## src/rtl/sram_req_arbiter.sv

```systemverilog
// Two-requester arbiter onto one SRAM-like port, with an in-order response router.
// Define SRAM_ARB_RR_EN for round-robin conflict resolution; default is fixed priority (requester 1 wins).
module sram_req_arbiter #(
    parameter int OT_DEPTH = 4
) (
    input  logic                      clk,
    input  logic                      reset,

    input  logic                      m0_req,
    input  logic                      m0_wr,
    input  logic [1:0]                m0_size,
    input  logic [3:0]                m0_wstrb,
    input  logic [31:0]               m0_addr,
    input  logic [31:0]               m0_wdata,
    output logic                      m0_addr_ok,
    output logic                      m0_data_ok,
    output logic [31:0]               m0_rdata,

    input  logic                      m1_req,
    input  logic                      m1_wr,
    input  logic [1:0]                m1_size,
    input  logic [3:0]                m1_wstrb,
    input  logic [31:0]               m1_addr,
    input  logic [31:0]               m1_wdata,
    output logic                      m1_addr_ok,
    output logic                      m1_data_ok,
    output logic [31:0]               m1_rdata,

    output logic                      s_req,
    output logic                      s_wr,
    output logic [1:0]                s_size,
    output logic [3:0]                s_wstrb,
    output logic [31:0]               s_addr,
    output logic [31:0]               s_wdata,
    input  logic                      s_addr_ok,
    input  logic                      s_data_ok,
    input  logic [31:0]               s_rdata,

    output logic [$clog2(OT_DEPTH):0] ot_cnt,
    output logic                      ot_err
);

    localparam int PW = $clog2(OT_DEPTH);

    typedef enum logic [1:0] {
        ARB_OPEN  = 2'd0,
        ARB_LOCK0 = 2'd1,
        ARB_LOCK1 = 2'd2
    } arb_state_t;

    arb_state_t          r_state;
    arb_state_t          w_state_nxt;

    logic [OT_DEPTH-1:0] r_fifo;
    logic [PW-1:0]       r_wptr;
    logic [PW-1:0]       r_rptr;
    logic [PW:0]         r_cnt;
    logic                r_err;
`ifdef SRAM_ARB_RR_EN
    logic                r_last;
`endif

    logic w_grant;
    logic w_full;
    logic w_empty;
    logic w_push;
    logic w_pop;
    logic w_head;

    assign w_full  = (r_cnt == (PW+1)'(OT_DEPTH));
    assign w_empty = (r_cnt == '0);
    assign w_head  = r_fifo[r_rptr];

    // Grant selection: a pending lock overrides arbitration
    always_comb begin
        w_grant = 1'b0;
        case (r_state)
            ARB_LOCK0: w_grant = 1'b0;
            ARB_LOCK1: w_grant = 1'b1;
            default: begin
                if (m0_req && m1_req) begin
`ifdef SRAM_ARB_RR_EN
                    w_grant = ~r_last;
`else
                    w_grant = 1'b1;
`endif
                end else begin
                    w_grant = m1_req;
                end
            end
        endcase
    end

    always_comb begin
        w_state_nxt = r_state;
        // Locked requester withdrawing its request releases the lock regardless of downstream
        if ((r_state == ARB_LOCK0 && !m0_req) || (r_state == ARB_LOCK1 && !m1_req))
            w_state_nxt = ARB_OPEN;
        else if (s_req && !s_addr_ok)
            w_state_nxt = w_grant ? ARB_LOCK1 : ARB_LOCK0;
        else
            w_state_nxt = ARB_OPEN;
    end

    assign s_req = ~reset & (m0_req | m1_req) & ~w_full;

    always_comb begin
        s_wr    = 1'b0;
        s_size  = '0;
        s_wstrb = '0;
        s_addr  = '0;
        s_wdata = '0;
        if (!reset) begin
            if (w_grant) begin
                s_wr    = m1_wr;
                s_size  = m1_size;
                s_wstrb = m1_wstrb;
                s_addr  = m1_addr;
                s_wdata = m1_wdata;
            end else begin
                s_wr    = m0_wr;
                s_size  = m0_size;
                s_wstrb = m0_wstrb;
                s_addr  = m0_addr;
                s_wdata = m0_wdata;
            end
        end
    end

    assign w_push = s_req & s_addr_ok;
    assign w_pop  = ~reset & s_data_ok & ~w_empty;

    assign m0_addr_ok = w_push & ~w_grant;
    assign m1_addr_ok = w_push &  w_grant;
    assign m0_data_ok = w_pop & ~w_head;
    assign m1_data_ok = w_pop &  w_head;
    assign m0_rdata   = m0_data_ok ? s_rdata : '0;
    assign m1_rdata   = m1_data_ok ? s_rdata : '0;

    assign ot_cnt = r_cnt;
    assign ot_err = r_err;

    always_ff @(posedge clk) begin
        if (reset) begin
            r_state <= ARB_OPEN;
            r_fifo  <= '0;
            r_wptr  <= '0;
            r_rptr  <= '0;
            r_cnt   <= '0;
            r_err   <= 1'b0;
`ifdef SRAM_ARB_RR_EN
            r_last  <= 1'b0;
`endif
        end else begin
            r_state <= w_state_nxt;
            if (w_push) begin
                r_fifo[r_wptr] <= w_grant;
                r_wptr         <= r_wptr + PW'(1);
`ifdef SRAM_ARB_RR_EN
                r_last         <= w_grant;
`endif
            end
            if (w_pop)
                r_rptr <= r_rptr + PW'(1);
            case ({w_push, w_pop})
                2'b10:   r_cnt <= r_cnt + (PW+1)'(1);
                2'b01:   r_cnt <= r_cnt - (PW+1)'(1);
                default: r_cnt <= r_cnt;
            endcase
            if (s_data_ok && w_empty)
                r_err <= 1'b1;
        end
    end

endmodule

```

## config.mk

```make
export PLATFORM = sky130hd
export DESIGN_NAME = sram_req_arbiter
export DESIGN_NICKNAME = d
export VERILOG_FILES = /design/src/rtl/sram_req_arbiter.sv
export SDC_FILE = /design/constraint.sdc
export NUM_CORES = 1
export LEC_CHECK = 0
export BUFFER_PORTS_ARGS = -buffer_cell sky130_fd_sc_hd__clkbuf_2
export CORE_AREA = 2 2 126 128
export CTS_CLUSTER_SIZE = 25
export DETAILED_ROUTE_END_ITERATION = 16
export DIE_AREA = 0 0 128 130
export GPL_TIMING_DRIVEN = 0
export PLACE_DENSITY = 0.59
export RECOVER_POWER = 25
export SYNTH_ARGS = -nofsm -noshare
export SYNTH_HDL_FRONTEND = slang
export SYNTH_SLANG_ARGS = --single-unit
```

## constraint.sdc

```tcl
create_clock -name clk -period 2.3 [get_ports clk]
set_input_delay 0.46 -clock clk [delete_from_list [all_inputs] [get_ports clk]]
set_output_delay 0.46 -clock clk [all_outputs]
set_load 0.01 [all_outputs]
```

Word-level counts from Yosys, hierarchy flattened:

Cells that the tools add are included.
W data, S select, Z words.

* $add $sub $neg: 4
* multipliers: 0
* div/mod/pow operators: 0
* $lt $le $gt $ge: 3
* eq/ne operators: 5
* shifts and indexed selects: 0
* muxes and demuxes: 21
* bitwise gates (word level): 16
* reduce and logical (&&, ||, !) cells: 13

Operator list (count)
* $mux W32: 6
* $and A1 B1 Y1: 9
* $mux W4: 2
* $logic_and A1 B1 Y1: 6
* $lt A2 B3 Y1 const B: 2
* $mux W2: 3
* $not A1 Y1: 6
* $pmux W3 S2: 1
* $mux W1: 5
* $add A2 B1 Y2 const B: 2
* $bwmux W4: 1
* $eq A2 B1 Y1 const B: 2
* $eq A2 B2 Y1 const B: 2
* $add A3 B1 Y3 const B: 1
* $eq A3 B3 Y1 const B: 1
* $logic_not A1 Y1: 3
* $logic_not A3 Y1: 1
* $reduce_or A3 Y1: 1
* $sub A3 B1 Y3 const B: 1
* $bmux W1 S2: 1
* $demux W1 S2: 1
* $ge A2 B1 Y1 const B: 1
* $pmux W1 S2: 1
* $reduce_bool A2 Y1: 1
* other kinds (2): 2

* bits in registers: 14
* latch bits: 0
* bits in writable memories: 0
* ROM bits: 0
* bits of input ports: 180
* output and inout port bits: 144
* word-level logic and storage cells: 68
* memories kept: 0

Longest topological paths before layout:

Gate-level depths: netlist of run 1.

* depth after elaboration: 6
* mapped depth: 9
* depth with buffers taken out: 9

Worst setup path before layout of run 1:

OpenSTA, ideal clock, no wires.

* kind: register to register
* from: register r_cnt[2], in the netlist ot_cnt[2]
* to: register r_cnt[2], in the netlist ot_cnt[2]
* library setup time: 0.070 ns
* arrival: 2.173 ns
* data required time: 2.230 ns
* setup slack: 0.057 ns
* cell stages (with the launch flop): 10
* path buffers: 0
* clock period less this slack: 2.243 ns
* cells stage by stage: dfxtp_1 nor3b_1 nor3_2 inv_1 ha_1 inv_1 fa_1 xor2_1 or3_1 a21oi_1

* word-level cells in the longest chain between the ends: 6
* elaborated cells on any way between the ends: 13
* classes of those cells: add/sub: 2; eq/ne: 3; mux: 1; bitwise: 5; reduce/logical: 2

RTL lines
* from (decl): line 57 `logic [PW:0] r_cnt;`
* from (signal assigned): line 166 `2'b10: r_cnt <= r_cnt + (PW+1)'(1);`
* from (signal assigned): line 167 `2'b01: r_cnt <= r_cnt - (PW+1)'(1);`
* from (signal assigned): line 168 `default: r_cnt <= r_cnt;`
* $eq A3 B3 Y1: line 70 `assign w_full = (r_cnt == (PW+1)'(OT_DEPTH));`
* $not A1 Y1: line 105 `assign s_req = ~reset & (m0_req | m1_req) & ~w_full;`
* $and A1 B1 Y1: line 105
* $and A1 B1 Y1: line 130 `assign w_push = s_req & s_addr_ok;`
* $eq A2 B1 Y1 or $eq A2 B2 Y1 (tied branches): line 165 `case ({w_push, w_pop})`
* $pmux W3 S2 or $reduce_bool A2 Y1 (tied branches)

Several ways; a longest one is shown, not always the timed one.
A chain may end at the register's enable or synchronous reset.

Worst setup path in the final report of run 1:

* from: register r_state[0]
* to: output s_wdata[8]

* word-level cells in the longest chain between the ends: 4
* elaborated cells on any way between the ends: 5
* classes of those cells: eq/ne: 2; mux: 3

RTL lines
* from (decl): line 51 `arb_state_t r_state;`
* from (signal assigned): line 155 `r_state <= w_state_nxt;`
* $eq A2 B2 Y1 or $eq A2 B1 Y1 (tied branches): line 77 `case (r_state)`
* $pmux W1 S2 *: line 77
* $mux W32 *: line 114 `if (w_grant) begin`
* $mux W32 *: line 113 `if (!reset) begin`
* to (decl): line 34 `output logic [31:0] s_wdata,`

Mark *: on every way between the ends. The rest lies on a longest branch, timed or not.

==> results.md, run 1 <==
- The flow ran to the end, but the final reports show violations.
- The checks that failed: negative setup slack.
- In this run, synthesis inferred 0 flip-flops with an integrated enable.
- The sum of negative setup slack is -4.33 ns.
- The count of nets left with antenna violations after detail routing is 0.
- The final cycle utilization of the critical path is 106%.
- During I/O placement, the number of pins put on the boundary was 324.
- Relative to the synthesized area, the layout overhead comes to 117%.
- The first TritonRoute pass finished after 4 iterations.
- Once placement finished, the instance area stood at 4170 µm².
- The effective utilization at floorplan is 15.0%.
- The via count of the first global-routing pass came to 3795.
- The number of maximum-capacitance constraint violations is 0.
- In the synthesized netlist, the cells that appear most often are 143 x nand2_1, 77 x a21oi_1, 64 x and3_1.
- The number of antenna violations at the first check in global routing is 1.
- The placed instance count is 918.
- The capture instance of the worst register-to-register path is ot_cnt[2].
- The region available for standard cell placement spans 15400 µm².
- After technology mapping, the gate count stands at 403.
- The power per cell area is approximately 340 nW/µm².
- The final hold violation count is 0.
- TritonCTS built the clock tree.
- Dividing the detail-routed wire length by the instance count gives 15.4 µm.
- Setup violations remaining at the end of the flow were counted as between 60 and 70.
- Internal power comes to around 1.0 mW.
- The summed instance area of the synthesized netlist is roughly 2300 µm².
- The worst hold path terminates at ot_err.
- The kind of end point of the critical path is an output pin.
- The number of buffers on the longest clock path is 2.
- The total wire length is 14500 µm.
- The utilization after layout is 32.5%.
- Summed over its instances, the top area cell type makes up between 20% and 30% of the synthesized netlist area.
- For this run, asynchronously set or reset flops after synthesis account for 0%.
- The power share of the sequential group is 15.9%.
- The total design power is around 1.7 mW.
- The largest total area in the synthesized netlist belongs to nand2_1.
- The via count normalized by instance count is 4.43.
- Once routing completed, OpenROAD measured the worst setup slack at -0.133 ns.
- In the global route stage, overall resource usage came out at ~16%.
- The max-slew violation total from the final report came to 0.
- Counting I/O delays and the setup requirement, the final critical path takes 2.43 ns.
- The net count after synthesis is 591.
- The depth of the worst hold-timing path is 3.
- Clock-pin slew was measured on the worst setup and hold paths at 0.05 ns.
- The largest net degree at the start of global routing is 11.
- The later pin in the worst-skew pair is clocked with a latency of around 0.25 ns.
- The detailed router's first-iteration violation count is 123.
- The analysis attributes to cell leakage a power of 2.94 nW.
- The clock root buffer master is clkbuf_16.
- The netlist uses 33 different library cells.
- The worst-case reg-to-reg path depth is 9.
- Data arrives at the worst endpoint at 1.97 ns.
- The startpoint identified for the worst register-to-register timing path is ot_cnt[1].
- The HPWL after detailed placement is 11600 µm.
- For this run, the leading register cell type out of synthesis is dfxtp_1.
- The combinational fraction of design power is between 60% and 70%.
- The library cell with the highest instance count after synthesis is nand2_1.
- The net count reported at finish is 939.
- The number of diodes is 0.
- The die covers 16600 µm².
- Yosys attributes the largest share of cell area to nand2_1 23%, and3_1 17%, a21oi_1 17%, dfxtp_1 12%, ha_1 3.8%.
- Across the routed clock network, the largest skew measured is 0.00354 ns.
- The clock network is responsible for 21.5% of the overall power.
- The number of cells in the finished layout apart from fillers is 942.
- The area of the multi-input gates is 2140 µm².
- The tree built by TritonCTS fans out to 14 sinks.
- Fill cells in the final layout number 1732.
- In this run the mean area of a mapped cell was 5.74 µm².
- Headroom to the max-slew limit came out at between 40% and 50%.
- The actual transition at the worst max-transition pin is between 0.7 and 0.8 ns.
- The critical path is of the flop to output pin type.
- In this run the number of H-tree levels came out at 1.
- The post-detailed-route DRC marker count is 0.
- The number of clock buffers added by TritonCTS is 3.
- The worst voltage drop across the vdd grid is 166 µV.
- Setup repair after global routing could not meet its margin everywhere.
- Measured along the y axis, the die boundary spans 130 µm.
- STA classifies the critical path startpoint as a flop.
- The startpoint of the worst hold path is s_data_ok.
- After floorplanning, the core was divided into between 40 and 50 placement rows.
- Registers take 285 µm².
- The switching component of the power is 700 µW.
- Of the cells placed in the final design, the portion with a size suffix greater than 1 is 61.2%.
- At the worst endpoint, the required time is between 1.5 and 2 ns.
- The biggest fanout along the worst timing path is 10.
- The area of all placed cells without fillers is 5010 µm².
- After synthesis the netlist holds a flip-flop and latch count of 14.
- The via count is approximately 4200.
- The worst min-delay path category is primary input to flop.
- Sequential elements use 12.1% of the synthesized area.
- The number of port buffers is about 320.
- The sum of overflow across all layers after global routing is 0.
- The width of the die is 128 µm.
- The net switching share of the total power is 40.5%.
- The congestion estimate from routability-driven global placement came to 0.879.
- The global-route wire length before repair is slightly above 20000 µm.
- After clock tree synthesis, the flow added hold-fix buffers numbering 0.
- For this run, the number of Yosys warnings is 0.
- Based on the critical path, the design can be clocked at up to 411 MHz.
- The setup check on the worst reg-to-reg path leaves a slack of 0.09 ns.
-- stage by stage --
stage,hold slack [ns],worst slack (ns)
final,0.469,-0.133
after detailed placement,0.471,-0.463
after CTS,0.472,-0.123
after global placement,0.452,-0.452
after floorplan,0.478,0.0566
after global routing,0.472,-0.228
-- flip-flops by register name, summed over array words and instances, names as in the netlist --
name / count
r_fifo: 4
ot_cnt: 3
r_rptr: 2
r_state: 2
r_wptr: 2
ot_err: 1
-- cells by family after synthesis --
| family | share of synthesized area, % |
|---|---|
| DFF | 12.1 |
| buffers and inverters | 10.9 |
| and+or+nand+nor | 46.3 |
| muxes | 3.46 |
| AOI/OAI and AO/OA | 21.9 |
| adders and majority gates | 4.65 |
| xor gates and xnor gates | 0.757 |
-- repair_timing --
action / 4_1_cts / 5_1_grt
buffers inserted: 12 / 4
gates cloned: 6 / 2
gates resized for setup: 109 / 101
pin swaps: 24 / 25
setup endpoints to repair: 74 / 123
-- metal layers --
metal  track usage [%]  vias up  wire [µm]
li1                  -     2063          -
met1              18.2     1858       5580
met2              30.4      233       7500
met3              2.17       20       1050
met4              3.30        0        368
met5                 0        -          0
-- critical path: stages, from the launching register on --
cell and delay (ns):
dfxtp_2 0.32, inv_2 0.04, ha_4 0.27, buf_4 0.14, mux2_4 0.39, buf_4 0.20, nand2_1 0.12, a21oi_4 0.07
buf_6 0.16
-- cells in the final DEF (no fill, tap or decap), types with 2 or more instances in the layout --
cell type and count:
clkbuf_2 280, nand2_2 16, o21ai_0 2, buf_8 8
nand2_4 11, dfxtp_1 12, clkbuf_16 4, a21oi_2 40
buf_12 2, a21oi_1 35, nand4_1 2, buf_2 45
nor2_1 6, nor3_1 4, and3_1 64, inv_1 11
or3_1 2, nand2b_1 2, a21oi_4 2, ha_1 6
mux2_4 3, buf_6 15, buf_4 13, xor2_1 2
o31ai_1 2, a41oi_1 4, mux2i_1 3, nand2_1 116
clkbuf_8 5, clkbuf_1 10, a311oi_1 4, clkbuf_4 2
-- layout make-up --
type | count | share of cell area, %
flip-flops and latches | 14 | 5.69
well taps | 192 | 4.79
plain buffers | 37 | 6.17
multi-input cells | 339 | 42.7
repair buffers | 344 | 38.0
clock buffers | 4 | 1.77
inverters | 12 | 0.899
-- power groups by stage --
stage / clock [mW] / sequential (mW) / combinational, mW
floorplan: 0 / 0.278 / 0.414
global placement: 0 / 0.278 / 0.826
detailed placement: 0 / 0.278 / 0.827
CTS: 0.376 / 0.275 / 1.03
global route: 0.388 / 0.278 / 1.17
finish: 0.372 / 0.275 / 1.08
-- worst max path at each step --
stage / cells after the start / slack [ns] / end / from
6_report: 8 / -0.13 / s_wdata[8] / r_state[0]
5_1_grt: 10 / -0.23 / s_wdata[4] / r_state[0]
4_1_cts: 10 / -0.12 / s_wdata[8] / r_state[0]
3_5_place_dp: 8 / -0.46 / s_wdata[20] / r_state[0]
3_3_place_gp: 8 / -0.45 / s_wdata[20] / r_state[0]
2_1_floorplan: 9 / 0.06 / ot_cnt[2] / ot_cnt[2]
(Power assumes the default switching activity.)
==> run 2: changes to the inputs <==
--- a/config.mk
+++ b/config.mk
@@ -6,11 +6,12 @@
 export NUM_CORES = 1
 export LEC_CHECK = 0
 export BUFFER_PORTS_ARGS = -buffer_cell sky130_fd_sc_hd__clkbuf_2
+export CAP_MARGIN = 0
 export CORE_AREA = 2 2 126 128
 export CTS_CLUSTER_SIZE = 25
 export DETAILED_ROUTE_END_ITERATION = 16
 export DIE_AREA = 0 0 128 130
-export GPL_TIMING_DRIVEN = 0
+export GPL_TIMING_DRIVEN = 1
 export PLACE_DENSITY = 0.59
 export RECOVER_POWER = 25
 export SYNTH_ARGS = -nofsm -noshare
==> run 2 against run 1 <==
Compared with the run above: the run now ends clean; largest cell class unchanged; clock-buffer cell count stayed put; sequential share of layout area is 0.56 points higher; worst setup slack better by 0.14 ns.
==> results.md, run 2 (synthesis results as in run 1) <==
- In the layout the commonest cells are 257 x clkbuf_2, 141 x nand2_1, 64 x and3_1.
- Of all nets on the critical path, the largest fanout is 17.
- The number of diodes is 0.
- The number of antenna violations at the first check in global routing was 0.
- The total design power is 1.54 mW.
- The area of the core is 15400 µm².
- Summed over all cells, the static leakage comes to around 2.7 nW.
- The leading cell type in the layout, fill and taps excluded is clkbuf_2.
- The launch point of the worst reg-to-reg path is ot_cnt[0].
- TritonCTS built the clock tree.
- The via count of the first global-routing pass is roughly 3500.
- For the worst setup path, the data required time is 1.84 ns.
- The top register by number of flip-flops is r_fifo.
- Buffers placed on the I/O ports in this run total 323.
- The max-slew violation total from the final report is 0.
- The effective utilization at floorplan is 15.0%.
- In this run, CTS created clock tree buffers numbering 3.
- The final number of setup-violating endpoints is 0.
- After layout, the worst path uses between 90% and 100% of the clock period.
- The number of placement rows is 46.
- Before antenna repair, the detailed router went through 5 iterations.
- For the pin with the worst max-slew slack, the measured transition is between 0.4 and 0.5 ns.
- The post-detailed-route DRC marker count is 0.
- The data arrival time of the critical path is approximately 1.8 ns.
- The number of buffers inserted for hold repair after clock tree synthesis is 0.
- The area of the die is around 17000 µm².
- Setup repair after global routing could not meet its margin everywhere.
- In this run the power density over the cells is 342 nW/µm².
- Once detailed placement completed, the half-perimeter wirelength came to a little over 10000 µm.
- Hold is met by between 0.4 and 0.5 ns.
- The share of post-route cells with drive strength above 1 is 53.5%.
- Entering global routing, the biggest net connects 85 pins.
- The startpoint of the worst hold path is s_data_ok.
- The critical path goes through inv_2 -> ha_4 -> mux2i_4 -> buf_6 -> buf_12 -> nand2_1 -> a21oi_1 -> buf_2.
- The post-CTS clock slew at the launch and capture registers of the worst setup and hold paths is around 0.05 ns.
- The min-delay analysis places its worst path in the category primary input to flop.
- On the final layout, the worst clock skew is 0.00166 ns.
- The final layout contains routed wiring with a total length of 12700 µm.
- The first routing iteration left approximately 180 violations.
- The floorplan step set the die width to 128 µm.
- The count of nets left with antenna violations after detail routing is 0.
- The cell with the largest stage delay on the worst path is dfxtp_2.
- Summing over every cut layer, the via total after detailed routing is 3976.
- The register with the most flip-flops in the layout has 4 of them.
- The cell family contributing the most delay on the critical path is buffers and inverters.
- For this run, the top clock speed supported by timing is 437 MHz.
- The worst-case reg-to-reg path depth is 9.
- At the later pin of the worst-skew pair, clock insertion delay measures about 0.25 ns.
- The final hold violation count came to 0.
- The total overflow left after global routing is 0.
- The critical path in this run is classified as flop to output pin.
- The die span in y is 130 µm.
- The capture instance of the worst register-to-register path is ot_cnt[2].
- Counting instances, the worst hold path has a depth of 3.
- Counting along the longest clock path gives a buffer depth of 2.
- The clock root buffer master is clkbuf_16.
- The total number of H-tree levels is 1.
- In this run the register-to-register setup slack is approximately 0.25 ns.
- The flow ran to the end, and the final reports show no timing, DRC or antenna violations.
- Dividing the detail-routed wire length by the instance count gives 14.0 µm.
- The largest stage delay on the critical path is 0.33 ns.
- After layout, the minimum clock period comes to 2.29 ns.
- The area growth from synthesis to layout is 94.4%.
- For hold timing, the worst endpoint is ot_err.
- The total track usage is a little over an eighth.
- Dividing the detail-routed via count by the number of cells gives 4.37.
- STA classifies the critical path endpoint as an output pin.
- The relative max-transition margin is 69.1%.
- Counting both buffers and inverters, the worst setup path holds a total of 4.
- The number of maximum-capacitance constraint violations is 0.
- The net count reported at finish is about 910.
- The number of top-level pins is 324.
- The global-route wire length before repair is about 18000 µm.
- STA classifies the critical path startpoint as a flop.
- The clock sink total is 14.
- Across the VDD grid, the largest voltage drop is 209 µV.
- At the end of routability-driven placement, the weighted congestion stood at between 0.7 and 0.8.
## run 2: worst max-delay path by stage
| stage | cells after the start | slack, ns | from | end |
|---|---|---|---|---|
| finish | 8 | 0.01 | r_state[0] | s_wdata[22] |
| global route | 8 | -0.07 | r_state[0] | s_wdata[8] |
| detailed placement | 10 | 0.09 | m0_req | ot_cnt[2] |
| global placement | 10 | 0.1 | m0_req | ot_cnt[2] |
| floorplan | 9 | 0.06 | ot_cnt[2] | ot_cnt[2] |
| CTS | 9 | -0.05 | r_state[0] | s_wdata[3] |
## run 2: power by group
group,switching (mW),internal (mW)
combinational,0.488,0.411
sequential,0.0135,0.257
clock,0.107,0.264
## run 2: final cells by class
class / instances / area, µm²
clock buffers: 4 / 88.8
fillers: 1732 / 10900
inverters: 12 / 45.0
multi-input cells: 338 / 1900
flip-flops and latches: 14 / 282
well taps: 192 / 240
repair buffers: 350 / 1950
## run 2: worst min-delay path, stage by stage
cell,delay [ns]
clkbuf_2,0.09
a21oi_1,0.05
nor2_1,0.07
## run 2: metrics by stage
stage / setup WS, ns / instances / setup TNS [ns] / utilization, % / instance area (µm²)
final: 0.0103 / 910 / 0 / 29.2 / 4500
after global placement: 0.0980 / 899 / 0 / 27.2 / 4190
after floorplan: 0.0566 / 403 / 0 / - / 2310
after detailed placement: 0.0927 / 899 / 0 / 27.2 / 4190
after global routing: -0.0674 / 910 / -1.96 / 29.2 / 4500
after CTS: -0.0503 / 910 / -1.17 / 28.9 / 4460
## run 2: layer usage
layer / global-route usage [%] / routed length [µm] / vias to the layer above
met5: 0 / 0 / -
li1: - / - / 1996
met2: 25.4 / 6510 / 226
met3: 1.97 / 932 / 8
met1: 15.9 / 5170 / 1746
met4: 2.78 / 131 / 0
## run 2: what timing repair did
action	in CTS	in global routing
buffers inserted	4	1
pin swaps	1	3
endpoints found under the setup margin	71	69
resized for setup	13	83
cloned	3	1
==> run 3: changes to the inputs <==
--- a/config.mk
+++ b/config.mk
@@ -7,13 +7,15 @@
 export LEC_CHECK = 0
 export BUFFER_PORTS_ARGS = -buffer_cell sky130_fd_sc_hd__clkbuf_2
 export CAP_MARGIN = 0
-export CORE_AREA = 2 2 126 128
+export CORE_AREA = 2 2 127 129
+export CTS_BUF_LIST = sky130_fd_sc_hd__clkbuf_2
 export CTS_CLUSTER_SIZE = 25
 export DETAILED_ROUTE_END_ITERATION = 16
-export DIE_AREA = 0 0 128 130
+export DIE_AREA = 0 0 129 131
 export GPL_TIMING_DRIVEN = 1
-export PLACE_DENSITY = 0.59
+export PLACE_DENSITY = 0.58
 export RECOVER_POWER = 25
+export SETUP_SLACK_MARGIN = 0.02
 export SYNTH_ARGS = -nofsm -noshare
 export SYNTH_HDL_FRONTEND = slang
 export SYNTH_SLANG_ARGS = --single-unit
==> run 3 against run 2 <==
Compared with the run above: the flow now finishes with violations (negative setup slack); largest power group unchanged; cell area rose by 12%; sequential share of layout area decreased by 0.55 points; total power shrank 5.0%.
==> results.md, run 3 (synthesis results as in run 1) <==
- The final hold violation count was 0.
- The worst clock skew is 0.00699 ns.
- The area growth from synthesis to layout is 118%.
- Setup repair after global routing could not meet its margin everywhere.
- The share of post-route cells with drive strength above 1 is 58.3%.
- The floorplan step defined a die boundary enclosing 16900 µm².
- Tracing the worst setup path back leads to its startpoint at r_state[0].
- The tree built by TritonCTS fans out to 14 sinks.
- The critical path crosses 9 cells after its start point.
- STA classifies the critical path startpoint as a flop.
- The effective utilization at floorplan is 14.8%.
- The total track usage is 13.6%.
- The final cycle utilization of the critical path is 105%.
- The post-CTS clock slew at the launch and capture registers of the worst setup and hold paths is 0.14 ns.
- The classification of the worst setup path is flop to output pin.
- The total wire length is 14300 µm.
- On the critical path the largest part of the delay comes from buffers and inverters.
- The critical path goes through inv_2 -> ha_4 -> mux2i_4 -> buf_6 -> buf_12 -> buf_16 -> nand2_1 -> a21oi_2 -> buf_2.
- CTS built an H-tree with a depth of 1.
- The tool flagged a number of max-cap violations equal to 0.
- The global-route wire length before repair is roughly 18000 µm.
- Cells fill 32.4% of the core in the end.
- The die span in y is 131 µm.
- The biggest fanout along the worst timing path is 7.
- Clock tree synthesis inserted a total of 3 buffers.
- The number of top-level pins is roughly 320.
- In the layout the commonest cells are 231 x clkbuf_2, 128 x nand2_1, 69 x buf_2.
- Entering global routing, the biggest net connects between 80 and 90 pins.
- The max-slew violation total from the final report was 0.
- The tightest min-delay check is of the primary input to flop type.
- The flow ran to the end, but the final reports show violations.
- The tree is rooted in a clkbuf_2.
- The count of buffering cells on the critical path with inverters included is 5.
- Counting along the longest clock path gives a buffer depth of 2.
- Detailed routing inserted a total of just over 4000 vias.
- The detailed router finished its first iteration with between 150 and 200 violations.
- The die is 129 µm wide.
- The library cell used most frequently in the layout, excluding fill and tap cells, is clkbuf_2.
- The analysis attributes to cell leakage a power of 2.85 nW.
- The layout filler cell count is 1711.
- Summed over all layers, the global routing overflow is 0.
- The final period demand of the worst path is 2.42 ns.
- Dividing total power by cell area gives a power density of 290 nW/µm².
- The number of port buffers is 323.
- In this run the critical register-to-register path is launched from ot_cnt[0].
- For the worst setup path, the data required time is ~1.8 ns.
- The area of the core is 15600 µm².
- The kind of end point of the critical path is an output pin.
- The worst hold slack across all endpoints is 0.419 ns.
- The number of placement rows is 46.
- After detailed routing, the number of vias per cell comes to 4.38.
- The final reports fail on negative setup slack.
- In the post-route analysis, the smallest setup slack over all paths is -0.121 ns.
- Buffers inserted to repair hold after CTS numbered 0.
- The maximum clock frequency is 413 MHz.
- The worst-case reg-to-reg path depth is 10.
- The relative max-transition margin is approximately 66%.
- The clock tree from TritonCTS is done.
- The most critical setup path has its endpoint at s_wdata[5].
- In this run the remaining antenna-violating nets after routing total 0.
- The first-pass detailed-route iteration total is 4.
- The clock latency at the later pin of the worst-skew pair is 0.29 ns.
- VDD sags by at most 102 µV.
- For this design, the slowest cell found on the critical path is dfxtp_2.
- The via count of the first global-routing pass is 3474.
- Setup violations remaining at the end of the flow were counted as 124.
- The endpoint identified for the worst register-to-register timing path is ot_cnt[2].
- Once detailed placement completed, the half-perimeter wirelength came to 9710 µm.
- The flip-flop count of the largest register after layout is 4.
- The number of antenna violations at the first check in global routing came to 0.
- After detailed routing, the number of remaining DRC violations is 0.
- The global placement routability congestion is about 0.75.
- The repair_antennas step left the layout with diodes totalling 0.
- The largest single stage delay on the critical path is 0.36 ns.
- The routed wirelength normalized by instance count is ~15 µm.
- For this run, the post-layout net count is 923.
- The actual transition at the worst max-transition pin is 0.496 ns.
- The data arrival time of the critical path is 1.96 ns.
- In this run the register-to-register setup slack is 0 ns.
- The top register by number of flip-flops is r_fifo.
[run 3: cell count changes in the layout (fill, tap and decap cells not counted), sizes merged]
cell / delta
buf: +34
clkbuf: -23
mux2: +3
clkinv: +1
mux2i: +1
[run 3: power by group]
| group | internal, mW | total (mW) | switching, mW |
|---|---|---|---|
| clock | 0.0378 | 0.124 | 0.0859 |
| sequential | 0.256 | 0.273 | 0.0172 |
| combinational | 0.515 | 1.07 | 0.553 |
[run 3: how the worst min path moves through the flow]
stage	from	end	cells after the start
5_1_grt	s_data_ok	ot_err	3
6_report	s_data_ok	ot_err	3
3_5_place_dp	ot_err	ot_err	2
2_1_floorplan	r_wptr[0]	r_wptr[0]	2
4_1_cts	s_data_ok	ot_err	3
3_3_place_gp	ot_err	ot_err	2
[run 3: layout make-up]
type	instances	area (µm²)	share of cell area, %
clock buffers	3	15.0	0.297
clock inverters	1	3.75	0.0744
inverters	12	45.0	0.892
multi-input cells	342	2150	42.6
flip-flops and latches	14	288	5.70
well taps	216	270	5.35
repair buffers	362	2280	45.1
[run 3: worst register-to-register path, stage by stage (launching register included)]
cell and delay [ns]:
dfxtp_1 0.46, clkbuf_1 0.21, nor3_4 0.06, buf_6 0.14, nor2_4 0.15, ha_1 0.21, inv_1 0.06, fa_1 0.37
xor2_1 0.15, or3_1 0.30, a21oi_1 0.13
[run 3: per-stage QoR]
step | cells | setup slack (ns) | instance area (µm²) | setup TNS (ns) | total power, mW
5_1_grt | 950 | -0.237 | 5050 | -23.35 | 1.57
3_5_place_dp | 921 | -0.0580 | 4210 | -0.102 | 1.10
2_1_floorplan | 403 | 0.0566 | 2310 | 0 | 0.692
6_report | 950 | -0.121 | 5050 | -7.23 | 1.46
4_1_cts | 940 | -0.136 | 4680 | -6.34 | 1.39
3_3_place_gp | 921 | -0.0565 | 4210 | -0.0850 | 1.10
[run 3: metal layers]
| layer | track usage [%] | vias to the layer above | part of all wire, % |
|---|---|---|---|
| met5 | 0 | - | 0 |
| met4 | 2.37 | 0 | 2.4 |
| met3 | 1.59 | 28 | 7.4 |
| met2 | 27.0 | 242 | 53 |
| met1 | 15.8 | 1849 | 37 |
| li1 | - | 2038 | - |
[run 3: what timing repair did]
action                                  in CTS  in global routing
gates cloned                                 8                  7
endpoints found under the setup margin     138                138
resized for setup                           49                158
endpoints found under the hold margin        0                  0
pin swaps                                    9                 14
buffers inserted                             7                  5
